`src/rtl/ctrl_sequencer.sv`:
```
`default_nettype none
// ctrl_sequencer: multi-cycle P1..P5 control unit for the SIMPLE datapath (rev 1.0).
// Define CTRL_SHORT_PATH_EN to route instructions without memory access P3 -> P5.
module ctrl_sequencer #(
    parameter int INSTR_W  = 16,
    parameter int WAIT_MAX = 15,
    parameter int CNT_W    = 4
) (
    input  logic               clk,
    input  logic               rst_n,
    input  logic               i_run,
    input  logic [INSTR_W-1:0] i_instr,
    input  logic [3:0]         i_alu_flags,
    input  logic               i_mem_ack,
    output logic [2:0]         o_phase,
    output logic               o_mem_req,
    output logic               o_mem_w,
    output logic               o_ir_e,
    output logic               o_alu_e,
    output logic               o_genr_w,
    output logic               o_szcv_w,
    output logic               o_jump,
    output logic               o_pc_e,
    output logic               o_out_s,
    output logic               o_m9_s,
    output logic [5:0]         o_alu_instruction,
    output logic [3:0]         o_flags,
    output logic               o_halted,
    output logic               o_timeout_err
);
    typedef enum logic [2:0] {
        S_IDLE = 3'd0, S_P1 = 3'd1, S_P2 = 3'd2, S_P3 = 3'd3, S_P4 = 3'd4, S_P5 = 3'd5
    } state_t;

    localparam logic [CNT_W-1:0] c_WAIT_MAX = CNT_W'(WAIT_MAX);

    state_t             r_state;
    logic [INSTR_W-1:0] r_ir;
    logic [CNT_W-1:0]   r_cnt;
    logic               r_taken;
    logic               r_mem_req, r_mem_w, r_ir_e, r_alu_e, r_genr_w, r_szcv_w;
    logic               r_jump, r_pc_e, r_out_s, r_m9_s, r_halted, r_tmo;
    logic [5:0]         r_alu_instr;
    logic [3:0]         r_flags;

    state_t             w_nxt;
    logic [1:0]         w_op;
    logic [3:0]         w_fn;
    logic [2:0]         w_sub, w_cc;
    logic               w_is_ld, w_is_st, w_is_mem, w_is_alu, w_is_li, w_is_b, w_is_bc;
    logic               w_is_in, w_is_out, w_is_hlt, w_fn_wr, w_fn_flag;
    logic               w_alu_en, w_genr, w_szcv, w_shift, w_cond, w_taken;
    logic               w_ack, w_wait, w_tmo;
    logic [CNT_W-1:0]   w_cnt_inc;
    logic               w_unused;

    assign w_op      = r_ir[15:14];
    assign w_sub     = r_ir[13:11];
    assign w_cc      = r_ir[10:8];
    assign w_fn      = r_ir[7:4];
    assign w_unused  = ^r_ir[3:0];

    assign w_is_ld   = (w_op == 2'b00);
    assign w_is_st   = (w_op == 2'b01);
    assign w_is_mem  = w_is_ld | w_is_st;
    assign w_is_alu  = (w_op == 2'b11);
    assign w_is_li   = (w_op == 2'b10) && (w_sub == 3'b000);
    assign w_is_b    = (w_op == 2'b10) && (w_sub == 3'b100);
    assign w_is_bc   = (w_op == 2'b10) && (w_sub == 3'b111);
    assign w_is_in   = w_is_alu && (w_fn == 4'b1100);
    assign w_is_out  = w_is_alu && (w_fn == 4'b1101);
    assign w_is_hlt  = w_is_alu && (w_fn == 4'b1111);
    assign w_shift   = (w_fn[3:2] == 2'b10);
    assign w_fn_wr   = (w_fn <= 4'd4) || (w_fn == 4'd6) || w_shift;
    assign w_fn_flag = (w_fn <= 4'd6) || w_shift;

    // Undecodable op=10 encodings fall out of every class below and behave as NOP.
    assign w_alu_en  = w_is_mem | w_is_b | w_is_bc | (w_is_alu & ~w_is_in & ~w_is_out & ~w_is_hlt);
    assign w_genr    = (w_is_alu & (w_fn_wr | w_is_in)) | w_is_ld | w_is_li;
    assign w_szcv    = w_is_alu & w_fn_flag;

    // Flags are {S,Z,C,V}.
    always_comb begin
        w_cond = 1'b0;
        case (w_cc)
            3'b000:  w_cond = r_flags[2];
            3'b001:  w_cond = r_flags[3] ^ r_flags[0];
            3'b010:  w_cond = r_flags[2] | (r_flags[3] ^ r_flags[0]);
            3'b011:  w_cond = ~r_flags[2];
            default: w_cond = 1'b0;
        endcase
    end
    assign w_taken   = w_is_b | (w_is_bc & w_cond);

    // mem_req is only ever high in P1/P4, so acks elsewhere are ignored.
    assign w_ack     = r_mem_req & i_mem_ack;
    assign w_wait    = r_mem_req & ~i_mem_ack;
    assign w_cnt_inc = r_cnt + 1'b1;
    assign w_tmo     = w_wait & (w_cnt_inc == c_WAIT_MAX);

    always_comb begin
        w_nxt = r_state;
        case (r_state)
            S_IDLE: w_nxt = i_run ? S_P1 : S_IDLE;
            S_P1:   w_nxt = w_ack ? S_P2 : (w_tmo ? S_IDLE : S_P1);
            S_P2:   w_nxt = w_is_hlt ? S_IDLE : S_P3;
            S_P3: begin
`ifdef CTRL_SHORT_PATH_EN
                w_nxt = w_is_mem ? S_P4 : S_P5;
`else
                w_nxt = S_P4;
`endif
            end
            S_P4: begin
                if (!w_is_mem || w_ack) w_nxt = S_P5;
                else if (w_tmo)         w_nxt = S_IDLE;
                else                    w_nxt = S_P4;
            end
            S_P5:   w_nxt = S_P1;
            default: w_nxt = S_IDLE;
        endcase
    end

    always_ff @(posedge clk or negedge rst_n) begin
        if (!rst_n) begin
            r_state     <= S_IDLE;
            r_ir        <= '0;
            r_cnt       <= '0;
            r_taken     <= 1'b0;
            r_mem_req   <= 1'b0;
            r_mem_w     <= 1'b0;
            r_ir_e      <= 1'b0;
            r_alu_e     <= 1'b0;
            r_genr_w    <= 1'b0;
            r_szcv_w    <= 1'b0;
            r_jump      <= 1'b0;
            r_pc_e      <= 1'b0;
            r_out_s     <= 1'b0;
            r_m9_s      <= 1'b0;
            r_alu_instr <= '0;
            r_flags     <= '0;
            r_halted    <= 1'b0;
            r_tmo       <= 1'b0;
        end else begin
            r_state   <= w_nxt;
            r_mem_req <= (w_nxt == S_P1) || ((w_nxt == S_P4) && w_is_mem);
            r_mem_w   <= (w_nxt == S_P4) && w_is_st;
            r_ir_e    <= (w_nxt == S_P2);
            r_alu_e   <= (w_nxt == S_P3) && w_alu_en;
            r_m9_s    <= (w_nxt == S_P3) && w_is_alu && w_shift;
            r_genr_w  <= (w_nxt == S_P5) && w_genr;
            r_szcv_w  <= (w_nxt == S_P5) && w_szcv;
            r_out_s   <= (w_nxt == S_P5) && w_is_out;
            r_pc_e    <= (w_nxt == S_P5);
            r_jump    <= (w_nxt == S_P5) && r_taken;

            // The counter restarts on every phase change, so it only accumulates within one wait.
            if (w_nxt != r_state) r_cnt <= '0;
            else if (w_wait)      r_cnt <= w_cnt_inc;

            if ((r_state == S_P1) && w_ack) begin
                r_ir        <= i_instr;
                r_alu_instr <= (i_instr[15:14] == 2'b11) ? {i_instr[15:14], i_instr[7:4]}
                                                         : i_instr[15:10];
            end
            if (r_state == S_P3)                r_taken <= w_taken;
            if ((w_nxt == S_P5) && w_szcv)      r_flags <= i_alu_flags;

            if ((r_state == S_IDLE) && i_run)                 r_halted <= 1'b0;
            else if (((r_state == S_P2) && w_is_hlt) || w_tmo) r_halted <= 1'b1;
            if (w_tmo) r_tmo <= 1'b1;
        end
    end

    assign o_phase           = r_state;
    assign o_mem_req         = r_mem_req;
    assign o_mem_w           = r_mem_w;
    assign o_ir_e            = r_ir_e;
    assign o_alu_e           = r_alu_e;
    assign o_genr_w          = r_genr_w;
    assign o_szcv_w          = r_szcv_w;
    assign o_jump            = r_jump;
    assign o_pc_e            = r_pc_e;
    assign o_out_s           = r_out_s;
    assign o_m9_s            = r_m9_s;
    assign o_alu_instruction = r_alu_instr;
    assign o_flags           = r_flags;
    assign o_halted          = r_halted;
    assign o_timeout_err     = r_tmo;
endmodule
`default_nettype wire

```
`config.mk`:
```
export PLATFORM = sky130hd
export DESIGN_NAME = ctrl_sequencer
export DESIGN_NICKNAME = d
export VERILOG_FILES = /design/src/rtl/ctrl_sequencer.sv
export SDC_FILE = /design/constraint.sdc
export NUM_CORES = 1
export LEC_CHECK = 0
export ABC_AREA = 1
export CAP_MARGIN = 30
export CORE_MARGIN = 5
export CORE_UTILIZATION = 48
export CTS_CLUSTER_DIAMETER = 200
export DETAILED_ROUTE_END_ITERATION = 10
export GPL_TIMING_DRIVEN = 0
export PLACE_DENSITY = 0.86
export REMOVE_ABC_BUFFERS = 1
export SYNTH_ARGS = -nofsm -noshare
export SYNTH_HDL_FRONTEND = slang
export SYNTH_SLANG_ARGS = --single-unit
```
`constraint.sdc`:
```
create_clock -name clk -period 1.9 [get_ports clk]
set_input_delay 0.57 -clock clk [delete_from_list [all_inputs] [get_ports clk]]
set_output_delay 0.57 -clock clk [all_outputs]
set_load 0.02 [all_outputs]
```
==> implementation parameters <==
Parameter                              Value

Status
  Status ... completed

Floorplanning
  Die Area ... 5200 µm²
  DIE HEIGHT ... 72.1 µm
  # IOs ... 49
  Width of the die ... 72.1 µm
  Initial standard-cell utilization of the core ... 50.2%
  Total number of placement rows ... 22
  Placeable core area ... 3690 µm²

Power and ir drop
  Switch share ... 40.5%
  Sequential fraction of design power ... 40.8%
  Static leakage power ... 1.26 nW
  Power per unit of standard cell area ... 1370 nW/µm²
  Clock group share of total power ... 17.0%
  Switching power summed over all nets ... 1.36 mW
  Share of total power in combinational logic ... 42.2%
  Internal Pwr Total ... 2.00 mW
  Post-route total power ... 3.37 mW
  IR drop worst, VDD ... 737 µV

Critical path
  Largest fanout of any net on the critical path ... 3
  Worst r2r path cells ... 11
  Number of buffers and inverters on the critical path ... 1
  Source of the critical timing path ... o_mem_req
  Register-to-Register Setup Slack ... 0.28 ns
  List of cells traversed by the critical path ... clkdlybuf4s50_1
  Worst setup EP type ... output pin
  Critical path startpoint category ... flip-flop
  Critical path class ... reg -> out
  Top cell family by delay on the critical path ... buffers and inverters
  R2R Path Start ... r_cnt[1]
  Signal arrival time at the worst endpoint ... 1.28 ns
  Worst reg2reg endpoint ... r_cnt[1]
  Slowest stage cell, crit path ... clkdlybuf4s50_1
  CP peak stage delay ... 0.61 ns
  Worst Path Required ... 1.33 ns

Synthesis
  Number of synthesis warnings ... 0
  Post-Syn Area ... 1850 µm²
  Syn Area/Cell ... 8.27 µm²
  Share of flip-flops with an asynchronous set or reset ... 100%
  Dominant cells by area after synthesis ... dfrtp_1 (54%), nand2_1 (13%), inv_1 (5.1%), nor2_1 (4.5%), o21ai_0 (3.8%)
  Primary flip-flop cell chosen by synthesis mapping ... dfrtp_1
  Count of distinct cell types in the synthesized netlist ... 27
  Post-synth top area share ... 54.0%
  Number of flops mapped to enable cells by yosys ... 0
  Count of mapped cells out of synthesis ... 224
  Flop and latch count out of synthesis ... 40
  Most frequent cells after synthesis ... nand2_1 (66), dfrtp_1 (40), inv_1 (25)
  Sequential cell area fraction in the yosys report ... 54.0%
  Most common cell in the netlist ... nand2_1
  Cell taking the most area after synthesis ... dfrtp_1

Cells and area
  Area added between synthesis and finish ... 33.0%
  N_diodes ... 0
  Share of post-route cells with drive strength above 1 ... 9.82%
  Count of nets after finishing ... 300
  Number of filler instances in the final layout ... 312

Drt
  Final wirelength ... 3940 µm
  Total via count after detailed routing ... 1573
  DRC violation count after routing ... 0
  Detailed router's first-iteration violation count ... 152
  Number of nets with antenna violations after detailed routing ... 0
  Wire length per cell ... 12.2 µm
  Vias per cell ... 4.87
  1st-pass router iterations ... 4

Timing
  Setup Skew ... 0.00378 ns
  Slew at the pin closest to its max-slew limit ... 0.830 ns
  Relative slew margins ... 44.7%
  Final number of setup-violating endpoints ... 0
  Achievable Freq ... 540 MHz
  Final Critical Period ... 1.85 ns
  Final Hold Slack ... 0.374 ns
  Final-report max-slew violation count ... 0
  Setup repair after global routing missed its margin ... no
  Final clock period utilization by the worst path ... 97.4%
  Count of final hold-check violations ... 0

GRT
  Number of global-route vias before repair ... 1502
  Global-route usage over all layers ... 16.0%
  Antenna violations before repair ... 0
  Sum of overflow across all layers after global routing ... 0
  Maximum number of pins on one net before global-route repair ... 41
  First-pass GRT wire length ... 6400 µm

Clocking
  CTS tree ... yes
  Clk Latency, worst-skew pair ... 0.29 ns
  Cell at the root of the clock tree ... clkbuf_8
  Num CTS Buffers ... 5
  Sinks on Clock Net ... 40
  Largest buffer count on any clock path ... 2
  Number of H-tree levels ... 2
  Clock edge transition at the registers on the reported setup and hold paths ... 0.07 ns

Place
  IO buf count ... 44
  Final estimated routing congestion in global placement ... 0.860
  HPWL after detailed placement ... 2960 µm

Worst hold path
  Type of the tightest min-delay check ... in -> async

Job
  Number of max-capacitance violations reported ... 0
==> worst max path at each step <==
stage,end,slack [ns],depth (start not counted)
2_1_floorplan,o_alu_instruction[0],0.28,6
4_1_cts,o_flags[2],0.005,1
3_5_place_dp,o_alu_instruction[3],-0.54,7
3_3_place_gp,o_alu_instruction[2],-0.68,1
5_1_grt,o_alu_instruction[3],0.004,1
6_report,o_mem_req,0.05,1
==> routing by layer <==
metal | global-route usage [%] | vias up | wire length (µm)
li1 | - | 811 | -
met1 | 18.8 | 717 | 1720
met2 | 26.5 | 41 | 1890
met3 | 5.40 | 4 | 264
met4 | 6.89 | 0 | 63
met5 | 0 | - | 0
==> kinds of logic (layout without fill, tap and decap cells) <==
family	count (synthesis)	count (layout)	synth area share, %
adders and majority gates	2	2	1.35
buffers and inverters	32	83	7.09
DFF	40	40	54.0
and+or+nand+nor	121	121	28.7
AOI/OAI and AO/OA	27	27	7.90
xor gates and xnor gates	2	2	0.945
==> power by group through the flow <==
| stage | sequential [mW] | combinational (mW) | clock (mW) |
|---|---|---|---|
| after floorplan | 1.51 | 0.723 | 0 |
| after global placement | 1.36 | 1.37 | 0 |
| after detailed placement | 1.38 | 1.41 | 0 |
| after CTS | 1.37 | 1.41 | 0.584 |
| after global routing | 1.41 | 1.58 | 0.620 |
| final | 1.37 | 1.42 | 0.572 |
==> per-stage QoR <==
stage | setup slack (ns) | setup TNS [ns] | instances | cell area (µm²) | utilization, %
floorplan | 0.276 | 0 | 220 | 1830 | -
global placement | -0.677 | -37.36 | 312 | 2330 | 63.1
detailed placement | -0.539 | -11.23 | 312 | 2320 | 63.0
CTS | 0.00469 | 0 | 320 | 2420 | 65.7
global route | 0.00411 | 0 | 323 | 2460 | 66.8
finish | 0.0499 | 0 | 323 | 2460 | 66.8
==> state kept, by name, summed over array words and instances (netlist names), 3 cells and up <==
name,flops
o_phase,3
r_cnt,4
o_flags,4
r_ir,12
o_alu_instruction,4
==> timing repair <==
action / 4_1_cts / 5_1_grt
setup buffers: 0 / 3
gates resized for setup: 6 / 7
pin swaps: 0 / 1
hold buffers: 0 / 0
endpoints found under the setup margin: 22 / 15
==> area by class of cell <==
class / count / area (µm²) / share of cell area [%]
Timing Repair Buffer: 47 / 465 / 18.9
Tap cell: 48 / 60.1 / 2.44
Sequential cell: 40 / 1000 / 40.6
Inverter: 28 / 108 / 4.37
Multi-Input combinational cell: 152 / 736 / 29.9
Clock inverter: 1 / 7.51 / 0.305
Clock buffer: 7 / 86.3 / 3.50
==> cell usage in the layout, fill, tap and decap left out, drive strengths merged <==
master / synthesis / layout
a21oi: 5 / 5
a31oi: 5 / 5
buf: 4 / 4
clkbuf: 0 / 7
clkdlybuf4s50: 0 / 34
clkinv: 2 / 2
clkinvlp: 0 / 1
dfrtp: 40 / 40
dlygate4sd2: 0 / 4
dlymetal6s2s: 0 / 5
ha: 2 / 2
inv: 26 / 26
nand2: 72 / 72
nand3: 12 / 12
nand3b: 1 / 1
nand4: 2 / 2
nor2: 26 / 26
nor3: 6 / 6
nor4: 2 / 2
o211ai: 1 / 1
o21ai: 15 / 15
o31ai: 1 / 1
xnor2: 1 / 1
xor2: 1 / 1
Power figures use the tool's default switching activity.
